$ cat src/rtl/fxp_addsub_pipe_if.sv
// rtl/fxp_addsub_pipe_if.sv - operand/result handshake bundle for fxp_addsub_pipe
interface fxp_addsub_pipe_if #(
    parameter int N = 32
);
    logic         in_valid;
    logic         in_ready;
    logic [N-1:0] a;
    logic [N-1:0] b;
    logic         op;
    logic         out_valid;
    logic         out_ready;
    logic [N-1:0] c;
    logic         ovf;

    modport master (
        output in_valid, a, b, op, out_ready,
        input  in_ready, out_valid, c, ovf
    );

    modport slave (
        input  in_valid, a, b, op, out_ready,
        output in_ready, out_valid, c, ovf
    );
endinterface

$ cat src/rtl/fxp_addsub_pipe.sv
// rtl/fxp_addsub_pipe.sv - two-stage elastic sign-magnitude fixed-point adder/subtractor
module fxp_addsub_pipe #(
    parameter int N     = 32,
    parameter int Q     = 15,
    parameter bit SAT   = 1'b1,
    parameter int CNT_W = 16
) (
    input  logic             clk_i,
    input  logic             rst_ni,
    fxp_addsub_pipe_if.slave bus,
    input  logic             ovf_clr_i,
    output logic [CNT_W-1:0] ovf_cnt_o
);
    localparam logic [N-2:0] MAG_MAX = '1;

    // Q only documents the binary point; the arithmetic never looks at it.
    if (Q < 0 || Q >= N - 1) begin : g_bad_q
        $error("fxp_addsub_pipe: Q must satisfy 0 <= Q < N-1");
    end

    logic             s1_valid_q, s1_valid_d;
    logic             s1_sign_a_q, s1_sign_a_d;
    logic             s1_sign_b_q, s1_sign_b_d;
    logic             s1_same_q, s1_same_d;
    logic             s1_a_gt_q, s1_a_gt_d;
    logic             s1_a_eq_q, s1_a_eq_d;
    logic [N-2:0]     s1_mag_a_q, s1_mag_a_d;
    logic [N-2:0]     s1_mag_b_q, s1_mag_b_d;
    logic             out_valid_q, out_valid_d;
    logic             ovf_q, ovf_d;
    logic [N-1:0]     c_q, c_d;
    logic [CNT_W-1:0] cnt_q, cnt_d;

    logic             s2_ready;
    logic             in_fire;
    logic             out_fire;
    logic [N-1:0]     sum_w;
    logic [N-2:0]     diff_w;
    logic [N-2:0]     res_mag;
    logic             res_sign;
    logic             res_ovf;

    assign s2_ready     = !out_valid_q || bus.out_ready;
    assign bus.in_ready = !s1_valid_q || s2_ready;
    assign in_fire      = bus.in_valid && bus.in_ready;
    assign out_fire     = out_valid_q && bus.out_ready;

    assign bus.out_valid = out_valid_q;
    assign bus.c         = c_q;
    assign bus.ovf       = ovf_q;
    assign ovf_cnt_o     = cnt_q;

    always_comb begin
        s1_valid_d  = in_fire || (s1_valid_q && !s2_ready);
        s1_sign_a_d = s1_sign_a_q;
        s1_sign_b_d = s1_sign_b_q;
        s1_same_d   = s1_same_q;
        s1_a_gt_d   = s1_a_gt_q;
        s1_a_eq_d   = s1_a_eq_q;
        s1_mag_a_d  = s1_mag_a_q;
        s1_mag_b_d  = s1_mag_b_q;
        if (in_fire) begin
            s1_sign_a_d = bus.a[N-1];
            s1_sign_b_d = bus.b[N-1] ^ bus.op;
            s1_same_d   = (bus.a[N-1] == (bus.b[N-1] ^ bus.op));
            s1_mag_a_d  = bus.a[N-2:0];
            s1_mag_b_d  = bus.b[N-2:0];
            s1_a_gt_d   = (bus.a[N-2:0] > bus.b[N-2:0]);
            s1_a_eq_d   = (bus.a[N-2:0] == bus.b[N-2:0]);
        end
    end

    always_comb begin
        sum_w   = {1'b0, s1_mag_a_q} + {1'b0, s1_mag_b_q};
        diff_w  = s1_a_gt_q ? (s1_mag_a_q - s1_mag_b_q) : (s1_mag_b_q - s1_mag_a_q);
        res_ovf = s1_same_q && sum_w[N-1];
        if (s1_same_q) begin
            res_mag  = (res_ovf && SAT) ? MAG_MAX : sum_w[N-2:0];
            res_sign = s1_sign_a_q;
        end else begin
            res_mag  = diff_w;
            res_sign = s1_a_eq_q ? 1'b0 : (s1_a_gt_q ? s1_sign_a_q : s1_sign_b_q);
        end
        // Covers -0 inputs and a wrapped sum that lands on zero.
        if (res_mag == '0) begin
            res_sign = 1'b0;
        end
    end

    always_comb begin
        out_valid_d = out_valid_q;
        c_d         = c_q;
        ovf_d       = ovf_q;
        if (s2_ready) begin
            out_valid_d = s1_valid_q;
            if (s1_valid_q) begin
                c_d   = {res_sign, res_mag};
                ovf_d = res_ovf;
            end
        end
    end

    always_comb begin
        cnt_d = cnt_q;
        if (ovf_clr_i) begin
            cnt_d = '0;
        end else if (out_fire && ovf_q && (cnt_q != '1)) begin
            cnt_d = cnt_q + 1'b1;
        end
    end

    always_ff @(posedge clk_i or negedge rst_ni) begin
        if (!rst_ni) begin
            s1_valid_q  <= 1'b0;
            s1_sign_a_q <= 1'b0;
            s1_sign_b_q <= 1'b0;
            s1_same_q   <= 1'b0;
            s1_a_gt_q   <= 1'b0;
            s1_a_eq_q   <= 1'b0;
            s1_mag_a_q  <= '0;
            s1_mag_b_q  <= '0;
            out_valid_q <= 1'b0;
            ovf_q       <= 1'b0;
            c_q         <= '0;
            cnt_q       <= '0;
        end else begin
            s1_valid_q  <= s1_valid_d;
            s1_sign_a_q <= s1_sign_a_d;
            s1_sign_b_q <= s1_sign_b_d;
            s1_same_q   <= s1_same_d;
            s1_a_gt_q   <= s1_a_gt_d;
            s1_a_eq_q   <= s1_a_eq_d;
            s1_mag_a_q  <= s1_mag_a_d;
            s1_mag_b_q  <= s1_mag_b_d;
            out_valid_q <= out_valid_d;
            ovf_q       <= ovf_d;
            c_q         <= c_d;
            cnt_q       <= cnt_d;
        end
    end
endmodule

$ cat src/flat_wrapper.sv
// flat-port wrapper written by rule: the top's interface ports become plain ports
module fxp_addsub_pipe_flat 
#(
    parameter int N     = 32,
    parameter int Q     = 15,
    parameter bit SAT   = 1'b1,
    parameter int CNT_W = 16
)
  (clk_i, rst_ni, ovf_clr_i, ovf_cnt_o, bus_in_valid, bus_a, bus_b, bus_op, bus_out_ready, bus_in_ready, bus_out_valid, bus_c, bus_ovf);
  fxp_addsub_pipe_if #(.N(N)) bus_i ();
  input  logic clk_i;
  input  logic rst_ni;
  input  logic ovf_clr_i;
  output logic [CNT_W-1:0] ovf_cnt_o;
  input wire logic [$bits(bus_i.in_valid)-1:0] bus_in_valid;
  input wire logic [$bits(bus_i.a)-1:0] bus_a;
  input wire logic [$bits(bus_i.b)-1:0] bus_b;
  input wire logic [$bits(bus_i.op)-1:0] bus_op;
  input wire logic [$bits(bus_i.out_ready)-1:0] bus_out_ready;
  output wire logic [$bits(bus_i.in_ready)-1:0] bus_in_ready;
  output wire logic [$bits(bus_i.out_valid)-1:0] bus_out_valid;
  output wire logic [$bits(bus_i.c)-1:0] bus_c;
  output wire logic [$bits(bus_i.ovf)-1:0] bus_ovf;
  assign bus_i.in_valid = bus_in_valid;
  assign bus_i.a = bus_a;
  assign bus_i.b = bus_b;
  assign bus_i.op = bus_op;
  assign bus_i.out_ready = bus_out_ready;
  assign bus_in_ready = bus_i.in_ready;
  assign bus_out_valid = bus_i.out_valid;
  assign bus_c = bus_i.c;
  assign bus_ovf = bus_i.ovf;
  fxp_addsub_pipe #(.N(N), .Q(Q), .SAT(SAT), .CNT_W(CNT_W)) u_core (.clk_i(clk_i), .rst_ni(rst_ni), .bus(bus_i), .ovf_clr_i(ovf_clr_i), .ovf_cnt_o(ovf_cnt_o));
endmodule
$ cat config.mk
export PLATFORM = sky130hd
export DESIGN_NAME = fxp_addsub_pipe_flat
export DESIGN_NICKNAME = d
export VERILOG_FILES = /design/src/rtl/fxp_addsub_pipe_if.sv /design/src/rtl/fxp_addsub_pipe.sv /design/src/flat_wrapper.sv
export SDC_FILE = /design/constraint.sdc
export NUM_CORES = 1
export LEC_CHECK = 0
export ABC_CLOCK_PERIOD_IN_PS = 3550
export BUFFER_PORTS_ARGS = -buffer_cell sky130_fd_sc_hd__buf_2
export CAP_MARGIN = 20
export CORE_UTILIZATION = 55
export DETAILED_ROUTE_END_ITERATION = 6
export PLACE_DENSITY_LB_ADDON = 0.1
export SLEW_MARGIN = 10
export SYNTH_ARGS = -nofsm -noshare
export SYNTH_HDL_FRONTEND = slang
export SYNTH_SLANG_ARGS = --single-unit
$ cat constraint.sdc
create_clock -name clk_i -period 3.55 [get_ports clk_i]
set_input_delay 0.71 -clock clk_i [delete_from_list [all_inputs] [get_ports clk_i]]
set_output_delay 0.71 -clock clk_i [all_outputs]
set_load 0.03 [all_outputs]
==> results of run 1 <==
==> registers in the layout, summed over array words and instances (netlist names) <==
signal / flops
u_core.ovf_cnt_o: 16
u_core.bus.c: 32
u_core.s1_sign_a_q: 1
u_core.s1_sign_b_q: 1
u_core.s1_a_gt_q: 1
u_core.bus.out_valid: 1
u_core.s1_a_eq_q: 1
u_core.s1_mag_b_q: 31
u_core.s1_same_q: 1
u_core.s1_mag_a_q: 31
u_core.bus.ovf: 1
u_core.s1_valid_q: 1
==> worst max path at each step <==
stage | cells past startpoint | slack [ns] | end | start
after floorplan | 14 | 0.09 | u_core.bus.c[31] | u_core.s1_mag_b_q[9]
after global placement | 14 | -0.22 | u_core.bus.c[31] | u_core.s1_mag_b_q[0]
after detailed placement | 14 | -0.30 | u_core.bus.c[31] | u_core.s1_mag_a_q[1]
after CTS | 12 | -0.003 | u_core.bus.c[31] | u_core.s1_mag_a_q[9]
after global routing | 16 | -0.14 | u_core.bus.c[31] | u_core.s1_mag_b_q[2]
final | 15 | 0.0008 | u_core.bus.c[31] | u_core.s1_mag_b_q[16]
==> layout make-up <==
type / instances / area [µm²] / share of cell area
inverter: 131 / 492 / 0.0342
timing repair buffer: 343 / 2310 / 0.161
multi-input combinational: 1103 / 7680 / 0.534
sequential: 118 / 2950 / 0.205
clock inverter: 15 / 183 / 0.0127
tap: 265 / 332 / 0.0231
clock buffer: 17 / 425 / 0.0296
==> cells in the final DEF, fill, tap and decap left out, drive strengths merged, types with 14 or more instances in the layout <==
cell type,n
buf,343
nand2,158
o21ai,145
inv,139
ha,130
a21oi,128
dfrtp,118
nor2,89
nand4,30
nand3,27
nor3,26
mux2,22
a211oi,22
nor2b,21
a21o,19
o31ai,19
nand2b,17
o211ai,17
clkbuf,17
o22ai,16
o21bai,14
==> power groups by stage <==
stage | logic (µW) | registers [µW] | clock network, µW
2_1_floorplan | 2340 | 2150 | 0
3_3_place_gp | 4570 | 1810 | 0
3_5_place_dp | 4610 | 1830 | 0
4_1_cts | 4740 | 1810 | 1860
5_1_grt | 5360 | 1850 | 1930
6_report | 5000 | 1810 | 1860
==> per-layer routing <==
metal | vias up | routed length, µm
li1 | 5698 | -
met1 | 5830 | 17000
met2 | 607 | 16900
met3 | 103 | 3310
met4 | 0 | 966
met5 | - | 0
==> worst max-delay path: stages, from the launching register on <==
cell,delay [ns]
dfrtp_1,0.37
inv_1,0.07
ha_1,0.30
nor2b_1,0.06
o21ai_0,0.43
a21oi_1,0.16
o311ai_1,0.34
buf_4,0.20
and3_4,0.20
buf_4,0.20
o2bb2ai_1,0.13
o22ai_1,0.17
nor4_2,0.29
nand4_1,0.17
nor4b_2,0.27
nor2_1,0.06
==> cells by family (layout without fill, tap and decap cells) <==
| group | after synthesis | in the layout | share of synthesized area |
|---|---|---|---|
| compound gates | 478 | 478 | 0.271 |
| simple gates | 440 | 440 | 0.194 |
| buf+inv | 205 | 506 | 0.0705 |
| fa+ha+maj | 133 | 133 | 0.152 |
| flops | 118 | 118 | 0.266 |
| mux | 33 | 33 | 0.0323 |
| xor+xnor | 19 | 19 | 0.0150 |
==> through the flow <==
stage               setup TNS (ns)  total power (µW)  worst slack [ns]  instance area [µm²]  cells
finish                           0              8680          0.000814                14400   1992
global route                -0.164              9140            -0.138                14400   1992
detailed placement          -0.553              6440            -0.299                13400   1952
CTS                       -0.00268              8410          -0.00268                14200   1991
floorplan                        0              4490            0.0922                11100   1426
global placement            -0.302              6380            -0.223                13400   1952
==> repair_timing <==
action / 4_1_cts / 5_1_grt
gates cloned: 0 / 0
resized for setup: 23 / 45
setup endpoints to repair: 4 / 6
pin swaps: 14 / 13
hold buffers: 0 / 0
hold endpoints to repair: 0 / 0
buffers inserted: 7 / 2
==> impl_results.md, run 1 <==
- Status: complete, no violations
- H-tree depth: 4
- Initial antenna violation count: 0
- Routed len/inst: between 15 and 20 µm
- Critical path class: flop to flop
- Pwr per Cell Area: around 600 nW/µm²
- Die Y: about 140 µm
- VDD IR max: between 0.3 and 0.4 mV
- R2R Setup Slk: roughly 0.00081 ns
- Grt met2 use: 0.596
- Starting DRT DRC Count: about 1200
- CTS tree: yes
- Num rows: 51
- Sw power: 3960 µW
- Critical Path Fanout Max: 10
- Minimum clock period: ~3.5 ns
- Final setup vio count: 0
- Worst path arrival time: slightly below 4 ns
- Layout cells sized above 1: 0.272
- Top_reg_cell synth: dfrtp_1
- Cell taking the most area after synthesis: dfrtp_1
- M1 GR Usage: 0.516
- Ys async rst share: 1.00
- Clock Latency Late Sink: approximately 0.43 ns
- Clk sinks: about 120
- Drt first pass iters: 7
- Layout overhead on the synthesized area: 29.6%
- Layer with the highest usage: met2
- Reg2Reg Depth: 15
- Clk pwr share: 0.215
- Inserted Clock Buffers: 17
- Synth top area share: 0.266
- Crit path required time: 3.86 ns
- Sw Share: 0.456
- Worst Setup Start Kind: flop
- Top cells by area, synth: dfrtp_1 27%, ha_1 15%, o21ai_0 6.2%
- PortBufs: 120
- Top Ports: approximately 120
- Pin count of the biggest net entering global routing: between 60 and 70
- Detail Placement HPWL: between 20000 and 30000 µm
- Worst-path clk slew: 0.08 ns
- Worst Hold Class: input pin to async pin
- Core area: ~20000 µm²
- # diodes: 0
- Synth warn: 0
- Flops & latches, synth: around 120
- Synth cell types: 82
- Fillers: between 1500 and 2000
- Final nets: 1917
- Clk root buf: clkbuf_16
- Total GRT Usage: 0.376
- Syn Std Cell Area: 11100 µm²
- Cell with the most instances after synthesis: nand2_1
- Fmax: 0.282 GHz
- Worst relative slew slack: 0.520
- First-pass GRT wire length: roughly 60000 µm
- Final wirelength: roughly 38000 µm
- M3 GR Usage: 0.0705
- Syn_nets: 1629
- Final core utilization: 0.734
- Final hold vios: 0
- Worst Hold Slack: ~0.28 ns
- Mean Syn Cell Area: roughly 7.8 µm²
- LEAKAGE: roughly 0.0069 µW
- Via count: approximately 12000
- Number of synthesized flops with an enable pin: 0
- DRC violations left: 0
- Internal cell power: 4720 µW
- Reg power frac: 0.209
- Combinational Power Share: 0.576
- Grt total ovfl: 0
- Starting density of the core: 0.566
- Register area share after synthesis: 0.266
- DIE AREA: just over 20000 µm²
- Worst slew pin tran: a little over 0.7 ns
- Clock tree buffer depth: 2
- Cells after Synth: ~1400
- Vias in the first global route: around 12000
- Setup Skew: approximately 0.015 ns
- RR Startpoint: u_core.s1_mag_b_q[16]
- RSZ-0062 raised after global routing: yes
- Top cells by instance count after synthesis: 158 x nand2_1, 137 x o21ai_0, 130 x ha_1, 127 x a21oi_1, 124 x inv_1
- Via density: slightly above 6
- R2r endpoint: u_core.bus.c[31]
- Post-route ant nets: 0
- Critical Path End Type: flop
- Slew Viols, Final: 0
- Final GP Congestion: about 1.1
- Die width: approximately 140 µm
- Total of max-cap violations: 0
- Fin crit share: 1.00
Note: power is estimated with default switching activity, not from simulation.
==> run 2, diff against run 1 <==
Settings changed: PLACE_DENSITY set to 0.79, PLACE_DENSITY_LB_ADDON 0.1 to unset.
==> impl_results.md, run 2 (synthesized netlist as in run 1, its figures left out) <==
- Worst Slack Setup Final: -0.0199 ns (was 0.000814 ns)
- Post-route ant nets: 0 (unchanged)
- R2R Setup Slk: -0.02 ns (was 0.0008 ns)
- # diodes: 0 (unchanged)
- Final GP Congestion: 1.04 (was 1.05)
- Vias in the first global route: 11575 (was 11558)
- Core area: 19600 µm² (unchanged)
- Die Y: 144 µm (unchanged)
- Inserted Clock Buffers: 17 (unchanged)
- Critical Path Fanout Max: 7 (was 10)
- Worst relative slew slack: 0.506 (was 0.520)
- Worst Hold Slack: 0.291 ns (was 0.276 ns)
- Setup Skew: 0.0163 ns (was 0.0151 ns)
- Number of flip-flops in the largest register: 32 (unchanged)
- Starting density of the core: 0.566 (unchanged)
- Initial antenna violation count: 0 (unchanged)
- Drt first pass iters: 6 (was 7)
- Worst slew pin tran: 0.740 ns (was 0.714 ns)
- Detail Placement HPWL: 29900 µm (was 29500 µm)
- Layout cells sized above 1: 0.279 (was 0.272)
- DRC violations left: 0 (unchanged)
- Area of the multi-input gates: 7740 µm² (was 7680 µm²)
- Layer with the highest usage: met2 (unchanged)
- Clk pwr share: 0.219 (was 0.215)
- Worst Hold Class: input pin to async pin (unchanged)
- Worst-path clk slew: 0.07 ns (was 0.08 ns)
- H-tree depth: 4 (unchanged)
- Sw power: 4010 µW (was 3960 µW)
- RR Startpoint: u_core.s1_mag_b_q[21] (was u_core.s1_mag_b_q[16])
- Crit path required time: 3.87 ns (was 3.86 ns)
- Fin crit share: 1.01 (was 1.00)
- Pin count of the biggest net entering global routing: 119 (was 61)
- Grt met2 use: 0.602 (was 0.596)
- FF/Latch Area: 2950 µm² (unchanged)
- Minimum clock period: 3.57 ns (was 3.55 ns)
- Layout overhead on the synthesized area: 30.3% (was 29.6%)
- Finished Layout Cells: 1993 (was 1992)
- M3 GR Usage: 0.0732 (was 0.0705)
- Top Ports: 121 (unchanged)
- Final hold vios: 0 (unchanged)
- Most common cell after layout, fill and taps aside: buf_4 (unchanged)
- RSZ-0062 raised after global routing: yes (unchanged)
- Crit path cell chain: inv_1 -> ha_1 -> inv_2 -> nand4_1 -> a21oi_1 -> o311ai_2 -> buf_4 -> buf_4 -> and3_4 -> a31oi_1 -> or3_1 -> nor3_1 -> nand4_1 -> nor4b_2 -> nor2_1 (was inv_1 -> ha_1 -> nor2b_1 -> o21ai_0 -> a21oi_1 -> o311ai_1 -> buf_4 -> and3_4 -> buf_4 -> o2bb2ai_1 -> o22ai_1 -> nor4_2 -> nand4_1 -> nor4b_2 -> nor2_1)
- Hold buffer count at CTS: 0 (unchanged)
- Critical Path End Type: flop (unchanged)
- First-pass GRT wire length: 61000 µm (was 60100 µm)
- Final nets: 1918 (was 1917)
- Slew Viols, Final: 0 (unchanged)
- # placed instances: 1954 (was 1952)
- Failing checks: setup timing
- Via count: 12408 (was 12238)
- Power Total: 8790 µW (was 8680 µW)
- TNS Setup: -0.0199 ns (was 0 ns)
- Final setup vio count: 1 (was 0)
- Pwr per Cell Area: 608 nW/µm² (was 604 nW/µm²)
- Worst Setup Start Kind: flop (unchanged)
- Clk root buf: clkbuf_16 (unchanged)
- Num rows: 51 (unchanged)
- Status: finished with violations (was complete, no violations)
- Reg2Reg Depth: 15 (unchanged)
- DIE AREA: 20700 µm² (unchanged)
- Routed len/inst: 19.8 µm (was 19.2 µm)
- Reg power frac: 0.208 (was 0.209)
- Slowest CP cell: ha_1 (was o21ai_0)
- Starting DRT DRC Count: 1247 (was 1228)
- Final wirelength: 39400 µm (was 38200 µm)
- Total GRT Usage: 0.384 (was 0.376)
- LEAKAGE: 0.00693 µW (about the same)
- CTS tree: yes (unchanged)
- Worst path arrival time: 3.89 ns (was 3.86 ns)
- Combinational Power Share: 0.573 (was 0.576)
- Internal cell power: 4780 µW (was 4720 µW)
- M1 GR Usage: 0.519 (was 0.516)
- R2r endpoint: u_core.bus.c[31] (unchanged)
- Via density: 6.23 (was 6.14)
- Fillers: 1538 (was 1566)
- Total of max-cap violations: 0 (unchanged)
- PortBufs: 120 (unchanged)
- Clock Latency Late Sink: 0.44 ns (was 0.43 ns)
- Fmax: 0.280 GHz (was 0.282 GHz)
- Grt total ovfl: 0 (unchanged)
- Largest stage delay, worst path: 0.45 ns (was 0.43 ns)
- Sw Share: 0.456 (about the same)
- VDD IR max: 0.390 mV (was 0.365 mV)
- Critical path class: flop to flop (unchanged)
- Clk sinks: 118 (unchanged)
- Die width: 144 µm (unchanged)
- Leading cell types in the layout, fill and taps excluded: 223 x buf_4, 158 x nand2_1, 127 x o21ai_0 (was 221 x buf_4, 158 x nand2_1, 131 x o21ai_0)
- Clock tree buffer depth: 2 (unchanged)
[run 2: cell types whose count changed in the layout (fill, tap and decap cells not counted), sizes merged]
| cell | previous run | this run |
|---|---|---|
| clkinvlp | 1 | 2 |
| buf | 343 | 344 |
| bufinv | 2 | 3 |
| inv | 139 | 137 |
[run 2: metal layers]
layer | part of all wire | vias to the layer above | wire, µm
met2 | 0.44 | 723 | 17400
met1 | 0.43 | 5838 | 17100
met5 | 0 | - | 0
met3 | 0.091 | 118 | 3580
met4 | 0.034 | 0 | 1350
li1 | - | 5729 | -
[run 2: layout make-up]
type	instances	area share
Sequential cell	118	0.204
Clock inverter	15	0.0134
Inverter	131	0.0340
Multi-Input combinational cell	1103	0.536
Tap cell	265	0.0229
Timing Repair Buffer	344	0.160
Clock buffer	17	0.0294
[run 2: worst max-delay path by stage]
stage                          start                to  slack (ns)  cells after the start
2_1_floorplan   u_core.s1_mag_b_q[9]  u_core.bus.c[31]        0.09                     14
3_3_place_gp    u_core.s1_mag_b_q[0]  u_core.bus.c[31]       -0.22                     14
3_5_place_dp    u_core.s1_mag_b_q[0]  u_core.bus.c[31]       -0.22                     14
4_1_cts         u_core.s1_mag_a_q[0]  u_core.bus.c[31]       0.005                     15
5_1_grt        u_core.s1_mag_b_q[10]  u_core.bus.c[31]       -0.09                     13
6_report       u_core.s1_mag_b_q[21]  u_core.bus.c[31]       -0.02                     15
[run 2: worst max-delay path: cells and delay by family, from the launching register on]
kind	cells	cell delay, ns
flip-flops	1	0.39
adder cells (fa/ha/maj)	1	0.45
buffers and inverters	4	0.49
AO/OA/AOI/OAI	3	0.60
AND/OR/NAND/NOR	7	1.54
[run 2: power groups by stage]
| stage | Combinational [µW] | Clock, µW | Sequential [µW] |
|---|---|---|---|
| 2_1_floorplan | 2340 | 0 | 2150 |
| 3_3_place_gp | 4530 | 0 | 1810 |
| 3_5_place_dp | 4610 | 0 | 1830 |
| 4_1_cts | 4760 | 1910 | 1820 |
| 5_1_grt | 5390 | 1980 | 1860 |
| 6_report | 5040 | 1920 | 1830 |
[run 2: what timing repair did]
action                                  CTS  global route
gates resized for setup                  38            46
buffers inserted                          5             3
endpoints found under the setup margin    4             8
pin swaps                                 9            27
[run 2: through the flow]
step                worst slack (ns)  cell area, µm²  utilization
finish                       -0.0199           14500        0.738
global route                 -0.0874           14500        0.738
CTS                          0.00542           14200        0.726
detailed placement            -0.217           13400        0.684
global placement              -0.220           13400        0.684
floorplan                     0.0922           11100            -
==> run 3, diff against run 2 <==
Settings changed: BUFFER_PORTS_ARGS -buffer_cell sky130_fd_sc_hd__buf_2 to -buffer_cell sky130_fd_sc_hd__buf_4.
==> impl_results.md, run 3 (synthesized netlist as in run 1, its figures left out) <==
- Worst-path clk slew: 0.07 ns (about the same)
- H-tree depth: 4 (unchanged)
- Final nets: 1949 (was 1918)
- Final GP Congestion: 1.01 (was 1.04)
- Worst slew pin tran: 0.989 ns (was 0.740 ns)
- Leading cell types in the layout, fill and taps excluded: 372 x buf_4, 158 x nand2_1, 132 x o21ai_0 (was 223 x buf_4, 158 x nand2_1, 127 x o21ai_0)
- First-pass GRT wire length: 63300 µm (was 61000 µm)
- Crit path required time: 3.88 ns (was 3.87 ns)
- Most common cell after layout, fill and taps aside: buf_4 (unchanged)
- Vias in the first global route: 11818 (was 11575)
- Critical path startpoint: u_core.s1_mag_b_q[0] (was u_core.s1_mag_b_q[21])
- # placed instances: 1984 (was 1954)
- Num rows: 51 (unchanged)
- Pin count of the biggest net entering global routing: 74 (was 119)
- Layout overhead on the synthesized area: 34.3% (was 30.3%)
- Final setup vio count: 1 (unchanged)
- Die Y: 144 µm (unchanged)
- Starting density of the core: 0.566 (unchanged)
- Clk root buf: clkbuf_16 (unchanged)
- Clk sinks: 118 (unchanged)
- Post-route ant nets: 0 (unchanged)
- Final core utilization: 0.761 (was 0.738)
- Final wirelength: 41100 µm (was 39400 µm)
- RSZ-0062 raised after global routing: yes (unchanged)
- Met3 Wirelength: 3550 µm (was 3580 µm)
- Via density: 6.19 (was 6.23)
- LEAKAGE: 0.00716 µW (was 0.00693 µW)
- Critical Path Fanout Max: 3 (was 7)
- Clock tree buffer depth: 2 (unchanged)
- Starting DRT DRC Count: 1235 (was 1247)
- PortBufs: 120 (unchanged)
- Slew Viols, Final: 0 (unchanged)
- Routed len/inst: 20.3 µm (was 19.8 µm)
- Met2 wire len: 18600 µm (was 17400 µm)
- Final hold vios: 0 (unchanged)
- Total GRT Usage: 0.403 (was 0.384)
- Fillers: 1364 (was 1538)
- Setup Skew: 0.00934 ns (was 0.0163 ns)
- # diodes: 0 (unchanged)
- Via count: 12521 (was 12408)
- Critical path class: flop to flop (unchanged)
- Hold buffer count at CTS: 0 (unchanged)
- Finished Layout Cells: 2024 (was 1993)
- Fmax: 0.275 GHz (was 0.280 GHz)
- VDD IR max: 0.398 mV (was 0.390 mV)
- Initial antenna violation count: 0 (unchanged)
- Drt first pass iters: 6 (unchanged)
- Fin crit share: 1.02 (was 1.01)
- Grt total ovfl: 0 (unchanged)
- Worst Slack Setup Final: -0.0834 ns (was -0.0199 ns)
- Total of max-cap violations: 0 (unchanged)
- Status: finished with violations (unchanged)
- Clock Latency Late Sink: 0.44 ns (about the same)
- Top Layer Used: met4 (unchanged)
- Core area: 19600 µm² (unchanged)
- Inserted Clock Buffers: 17 (unchanged)
- Die width: 144 µm (unchanged)
- Worst relative slew slack: 0.341 (was 0.506)
- Top Ports: 121 (unchanged)
- Worst path arrival time: 3.96 ns (was 3.89 ns)
- Critical Path End Type: flop (unchanged)
- DIE AREA: 20700 µm² (unchanged)
- Minimum clock period: 3.63 ns (was 3.57 ns)
- Pwr per Cell Area: 602 nW/µm² (was 608 nW/µm²)
- Worst Hold Class: input pin to async pin (unchanged)
- Wl on met1: 17700 µm (was 17100 µm)
- Worst Setup Start Kind: flop (unchanged)
- Layout cells sized above 1: 0.279 (about the same)
- Detail Placement HPWL: 31500 µm (was 29900 µm)
- CTS tree: yes (unchanged)
- DRC violations left: 0 (unchanged)
- Failing checks: setup timing (unchanged)
- Number of flip-flops in the largest register: 32 (unchanged)
- RR Startpoint: u_core.s1_mag_b_q[0] (was u_core.s1_mag_b_q[21])
[run 3: changes by cell type in the layout (fill, tap and decap cells not counted), moves of 2 or more]
cell,before,now
a211oi_1,14,19
a211oi_2,8,3
a21oi_1,122,125
a21oi_2,5,2
buf_2,119,0
buf_4,223,372
ha_1,118,123
ha_2,5,0
o21ai_0,127,132
o21ai_1,16,13
o21ai_2,2,0
[run 3: through the flow]
step | hold WS (ns) | total power, µW | worst slack (ns) | instance area, µm² | TNS, ns
floorplan | 0.414 | 4490 | 0.0922 | 11100 | 0
global placement | 0.467 | 6610 | -0.210 | 13900 | -0.210
detailed placement | 0.478 | 6710 | -0.302 | 13900 | -0.496
CTS | 0.456 | 8700 | -0.0551 | 14700 | -0.0551
global route | 0.489 | 9400 | -0.164 | 14900 | -0.171
finish | 0.430 | 8960 | -0.0834 | 14900 | -0.0834
[run 3: path summary, 6_finish.rpt]
check / cells after the start / to / slack (ns)
max in group asynchronous: 2 / u_core.s1_mag_b_q[23] / 2.33
setup reg to reg: 16 / u_core.bus.c[31] / -0.08
setup / recovery: 16 / u_core.bus.c[31] / -0.08
min in group clk_i: 3 / u_core.s1_mag_a_q[30] / 0.48
hold reg to reg: 2 / u_core.s1_mag_a_q[30] / 0.50
hold / removal: 1 / u_core.s1_mag_a_q[2] / 0.43
[run 3: final cells by class]
cell class	count	area, µm²	share of cell area
inverter	131	492	0.0330
clock inverter	14	189	0.0127
tap	265	332	0.0222
sequential	118	2950	0.198
clock buffer	18	429	0.0288
multi-input combinational	1103	7660	0.514
timing repair buffer	375	2850	0.191
[run 3: repair_timing]
action                     in CTS  in global routing
setup endpoints to repair       9                  5
hold endpoints to repair        0                  0
resized for setup              27                 28
pin swaps                      12                 13
setup buffers                   4                  4
[run 3: critical path, cell delays in order, from the launching register on]
cell	delay (ns)
dfrtp_1	0.36
buf_4	0.14
inv_1	0.06
ha_1	0.23
fa_1	0.42
nor2b_1	0.16
o21ai_1	0.14
a311o_1	0.38
a311oi_2	0.28
buf_4	0.16
nor4_1	0.04
o21ai_1	0.21
xor2_1	0.24
a221oi_2	0.12
a31o_1	0.23
nor4b_2	0.29
nor2_1	0.06
[run 3: where the power goes]
part           total [µW]  internal (µW)  switching (µW)
Clock                1900           1130             773
Sequential           1840           1620             215
Combinational        5230           2200            3030
[run 3: routing by layer]
| layer | up-vias | GRT usage |
|---|---|---|
| met5 | - | 0 |
| met4 | 0 | 0.152 |
| met3 | 101 | 0.0672 |
| met2 | 710 | 0.644 |
| met1 | 5962 | 0.544 |
| li1 | 5748 | - |
